===== src/rtl/itch_encoder.sv =====
// ITCH-style frame encoder: turns book_msg_t events into 64-bit Avalon-ST frames
// with a synthesized locate/tracking/timestamp header. One message in flight at a time.
package itch_pkg;
  typedef enum logic [2:0] {
    MSG_ADD     = 3'd0,
    MSG_CANCEL  = 3'd1,
    MSG_EXEC    = 3'd2,
    MSG_REPLACE = 3'd3,
    MSG_TRADE   = 3'd4
  } msg_type_e;

  typedef enum logic {
    SIDE_BID = 1'b0,
    SIDE_ASK = 1'b1
  } side_e;

  typedef struct packed {
    msg_type_e   mtype;
    side_e       side;
    logic [31:0] order_id;
    logic [31:0] price_tick;
    logic [31:0] qty;
  } book_msg_t;
endpackage

module itch_encoder
  import itch_pkg::*;
#(
  parameter int unsigned STREAM_W     = 64,
  parameter logic [15:0] STOCK_LOCATE = 16'h0001,
  parameter logic [63:0] STOCK_SYM    = 64'h5445_5354_2020_2020
) (
  input  logic                clk,
  input  logic                rst_n,
  input  logic                in_valid,
  output logic                in_ready,
  input  book_msg_t           in_msg,
  output logic                m_valid,
  input  logic                m_ready,
  output logic [STREAM_W-1:0] m_data,
  output logic                m_sop,
  output logic                m_eop,
  output logic [2:0]          m_empty,
  output logic                drop_pulse
);

  localparam int FrameBits = 320;

  typedef enum logic {StIdle, StSend} state_e;

  state_e      state_q, state_d;
  book_msg_t   msg_q;
  logic [47:0] ts_cnt_q, ts_q;
  logic [15:0] trk_cnt_q, trk_q;
  logic [31:0] match_cnt_q, match_q;
  logic [2:0]  word_idx_q;
  logic        drop_q;

  logic           accept, type_ok, last_word;
  logic [2:0]     nwords, empty_cnt;
  logic [143:0]   hdr;
  logic [FrameBits-1:0] frame_be;

  assign accept    = in_valid && (state_q == StIdle);
  assign type_ok   = in_msg.mtype inside {MSG_ADD, MSG_CANCEL, MSG_EXEC};
  assign last_word = (word_idx_q == nwords - 3'd1);

  always_comb begin
    state_d  = state_q;
    in_ready = 1'b0;
    m_valid  = 1'b0;
    unique case (state_q)
      StIdle: begin
        in_ready = 1'b1;
        if (in_valid && type_ok) state_d = StSend;
      end
      StSend: begin
        m_valid = 1'b1;
        if (m_ready && last_word) state_d = StIdle;
      end
    endcase
  end

  // Whole frame as a big-endian byte string, left-justified; byte k sits at bits 319-8k.
  assign hdr = {STOCK_LOCATE, trk_q, ts_q, 32'h0, msg_q.order_id};

  always_comb begin
    nwords    = 3'd3;
    empty_cnt = 3'd4;
    frame_be  = '0;
    unique case (msg_q.mtype)
      MSG_ADD: begin
        nwords    = 3'd5;
        empty_cnt = 3'd3;
        frame_be  = {8'h24, 8'h41, hdr, (msg_q.side == SIDE_BID) ? 8'h42 : 8'h53,
                     msg_q.qty, STOCK_SYM, msg_q.price_tick, 24'h0};
      end
      MSG_EXEC: begin
        nwords    = 3'd4;
        empty_cnt = 3'd0;
        frame_be  = {8'h1F, 8'h45, hdr, msg_q.qty, 32'h0, match_q, 64'h0};
      end
      default: begin
        frame_be  = {8'h13, 8'h44, hdr, 160'h0};
      end
    endcase
  end

  always_comb begin
    m_data  = '0;
    m_sop   = 1'b0;
    m_eop   = 1'b0;
    m_empty = 3'd0;
    if (state_q == StSend) begin
      for (int l = 0; l < 8; l++) begin
        m_data[8*l +: 8] = frame_be[FrameBits - 1 - 64*int'(word_idx_q) - 8*l -: 8];
      end
      m_sop   = (word_idx_q == 3'd0);
      m_eop   = last_word;
      m_empty = last_word ? empty_cnt : 3'd0;
    end
  end

  assign drop_pulse = drop_q;

  always_ff @(posedge clk or negedge rst_n) begin
    if (!rst_n) begin
      state_q     <= StIdle;
      msg_q       <= '0;
      ts_cnt_q    <= '0;
      ts_q        <= '0;
      trk_cnt_q   <= '0;
      trk_q       <= '0;
      match_cnt_q <= '0;
      match_q     <= '0;
      word_idx_q  <= '0;
      drop_q      <= 1'b0;
    end else begin
      state_q  <= state_d;
      ts_cnt_q <= ts_cnt_q + 48'd1;
      drop_q   <= accept && !type_ok;
      if (accept && type_ok) begin
        msg_q      <= in_msg;
        ts_q       <= ts_cnt_q;
        trk_q      <= trk_cnt_q;
        trk_cnt_q  <= trk_cnt_q + 16'd1;
        word_idx_q <= 3'd0;
        if (in_msg.mtype == MSG_EXEC) begin
          match_q     <= match_cnt_q;
          match_cnt_q <= match_cnt_q + 32'd1;
        end
      end else if (m_valid && m_ready) begin
        word_idx_q <= word_idx_q + 3'd1;
      end
    end
  end

endmodule


===== config.mk =====
export PLATFORM = sky130hd
export DESIGN_NAME = itch_encoder
export DESIGN_NICKNAME = d
export VERILOG_FILES = /design/src/rtl/itch_encoder.sv
export SDC_FILE = /design/constraint.sdc
export NUM_CORES = 1
export LEC_CHECK = 0
export ABC_CLOCK_PERIOD_IN_PS = 2550
export CORE_ASPECT_RATIO = 0.6
export CORE_UTILIZATION = 30
export CTS_CLUSTER_SIZE = 10
export DETAILED_ROUTE_END_ITERATION = 6
export DONT_BUFFER_PORTS = 1
export GPL_ROUTABILITY_DRIVEN = 0
export PLACE_DENSITY = 0.56
export SLEW_MARGIN = 20
export SYNTH_ARGS = -nofsm -noshare
export SYNTH_HDL_FRONTEND = slang
export SYNTH_SLANG_ARGS = --single-unit

===== constraint.sdc =====
create_clock -name clk -period 2.55 [get_ports clk]
set_clock_uncertainty 0.15 [all_clocks]
set_input_delay 0.3825 -clock clk [delete_from_list [all_inputs] [get_ports clk]]
set_output_delay 0.3825 -clock clk [all_outputs]
set_load 0.03 [all_outputs]

==> metrics.md <==
| Metric | Value |
|---|---|
| Outcome | finished with violations |
| Failing checks | DRC, hold timing, setup timing |
| Post-synthesis area per instance | 9.193 sq um |
| Worst min path class | input port to asynchronous set/reset pin |
| Die span in x | 282.6 um |
| Worst Tran Pin Value | 1.050 ns |
| Area contributors post-synth | dfrtp_1, nand2_1, mux2_2, xnor2_1, nor2_1 |
| Count of maximum capacitance violations | 0 |
| Initial antenna violation count | 0 |
| Die height | about 170 um |
| Number of vias in the routed layout | ~12,000 |
| Relative slew margins | 30.00% |
| Register area share after synthesis | 52.43% |
| DRC viols | 6 |
| Fin. Hold Viols | 297 |
| CTS tree | done |
| Yosys top cell by area | dfrtp_1 |
| H-Tree Depth | 2 |
| Unique masters post-synth | just over 50 |
| CP max FO | 14 |
| Seq cells post-synth | 297 |
| Nets | 1,872 |
| Final Power | approximately 26 mW |
| Kind of critical path | flop to output pin |
| Critical Path Start | word_idx_q[0] |
| Crit. End Element | output pin |
| Number of synthesized flops with an enable pin | 0 |
| Ys flop type | dfrtp_1 |
| Synth Cell Area | 14,180 sq um |
| Leakage power | 9.056 nW |
| Port bufs | 0 |
| Area after DPL | 16,790 sq um |
| DR WL/cell | 19.86 um |
| Clock Latency Late Sink | roughly 0.53 ns |
| HPWL reported at the end of detailed placement | between 30,000 and 40,000 um |
| Total CTS buffers | 36 |
| Synth Instances | 1,542 |
| Leading cell types in the layout, fill and taps excluded | nand2_1, dfrtp_1, dlygate4sd3_1 |
| Setup crit start kind | flop |
| Most common cell after layout, fill and taps aside | nand2_1 |
| Period minus WS final | 3.169 ns |
| Final period util | 124.3% |
| Syn Nets | 1,652 |
| RSZ-0062 raised after global routing | yes |
| Drt pass-1 iters | 7 |
| Synth warn | 0 |
| Peak VDD IR | between 0.0007 and 0.0008 V |
| Vias per std cell | 5.028 |
| Starting Density | 30.50% |
| Critical path data arrival time | 2.64 ns |
| Area Overhead vs Synth | 40.98% |
| Drt first-iter violations | 1,052 |
| Worst hold slack | -0.6063 ns |
| Core area | 46,480 sq um |
| Crit path required time | roughly 2.0 ns |
| Vias in the first global route | 11,970 |
| # setup viols final | 68 |
| Worst reg2reg startpoint | ts_cnt_q[1] |
| Largest net degree at the start of global routing | 298 |
| # hold bufs at CTS | between 100 and 150 |
| Clock buffer depth | 3 |
| Pins over their slew limit | 0 |
| ANT nets after route | 0 |
| Design Area, Final | roughly 20,000 sq um |
| N_diodes | 0 |
| Die area | 48,160 sq um |
| Fmax | between 300 and 400 MHz |
| Post-synth top area share | between 50% and 60% |
| TritonCTS Sinks | ~300 |
| Ratio of cells with drive above 1 in the final layout | 24.93% |
| Pwr Density | around 1300 nW/um^2 |
| Ys async rst share | 100.0% |
| Num rows | 61 |
| Grt ovf | 0 |
| Drt total wl | 47,650 um |
| First-pass GRT wire length | 72,460 um |
| Root Buffer | clkbuf_16 |
| Reg clk slew, reported paths | around 0.06 ns |
| Core Util, Final | a little over two fifths |
| IO Count | 176 |
| Gr usage total | between 10% and 20% |
| PnR worst setup slack | -0.6188 ns |
## what timing repair did
| action | 4_1_cts | 5_1_grt |
|---|---|---|
| gates resized for setup | 85 | 80 |
| hold endpoints to repair | 400 | 297 |
| endpoints found under the setup margin | 68 | 68 |
| buffers inserted | 18 | 20 |
| pin swaps | 30 | 29 |
| cloned | 3 | 4 |
## critical path, cell delays in order, from the launching register on
cell and delay, ns:
dfrtp_2 0.41, clkinv_4 0.08, ha_4 0.24, or3b_4 0.41
nor2b_4 0.17, buf_12 0.16, a22oi_1 0.12, a211oi_4 0.34
buf_12 0.17
## power breakdown
group          internal (mW)  leakage (nW)  switching (mW)  total [mW]
Sequential              5.65          3.93           0.979        6.63
Clock                   2.85         0.511            1.95        4.80
Combinational           6.61          4.61            8.00        14.6
## sequential cells by signal (all words and copies together), names as in the netlist
signal       cells
match_q         32
word_idx_q       3
drop_pulse       1
match_cnt_q     32
trk_cnt_q       16
msg_q           68
trk_q           16
hdr             32
state_q          1
ts_q            48
ts_cnt_q        48
## final timing paths
kind | slack [ns] | endpoint | cells after the start
max | -0.62 | m_data[51] | 8
min | -0.61 | msg_q[42] | 0
max reg2reg | 0.22 | ts_cnt_q[34] | 5
min reg2reg | 0.32 | ts_q[8] | 2
max in group asynchronous | 1.98 | msg_q[60] | 0
min in group clk | 0.25 | trk_cnt_q[15] | 4
## Yosys cell counts (8+ instances only)
library cell	n
a211oi_1	17
a21oi_1	32
a221oi_1	9
a22oi_1	18
a311oi_1	8
a31oi_1	9
and2_1	9
and3_1	19
and4_1	10
buf_2	14
clkbuf_1	75
dfrtp_1	297
inv_1	14
mux2_2	71
mux2i_1	15
nand2_1	536
nand3_1	47
nand4_1	41
nor2_1	83
nor3_1	16
nor4_1	11
o21ai_0	36
xnor2_1	71
xor2_1	22
## cell families (layout without fill, tap and decap cells)
kind of cell | count (synthesis) | count (layout) | share of synthesized area (%)
fa+ha+maj | 6 | 6 | 0.5296
compound gates | 142 | 142 | 6.452
simple gates | 809 | 809 | 25.06
flops | 297 | 297 | 52.43
mux | 86 | 86 | 6.699
xor+xnor | 93 | 93 | 5.746
buf+inv | 109 | 336 | 3.089
## cell type report
cell class | count | area, sq um
clock buffers | 41 | 962.2
clock inverters | 4 | 81.33
fillers | 4384 | 26500
inverters | 16 | 73.82
multi-input cells | 1136 | 7451
flip-flops and latches | 297 | 7437
well taps | 630 | 788.3
repair buffers | 275 | 3192
## layer usage
layer	track usage, %	up-vias	part of all wire [%]
met5	0	-	0
met4	6.863	0	2.9
met3	3.954	83	5.6
met2	28.26	344	43
met1	29.10	6041	49
li1	-	5594	-
## stage by stage
step,instances,TNS [ns],setup WS [ns]
after floorplan,1542,-5.084,-0.1788
after global routing,2399,-40.36,-0.6892
final,2399,-35.63,-0.6188
after CTS,2376,-34.58,-0.6101
after global placement,2208,-1.232,-0.1397
after detailed placement,2208,-1.783,-0.1659
No activity file was read; power rests on OpenSTA's default activity.
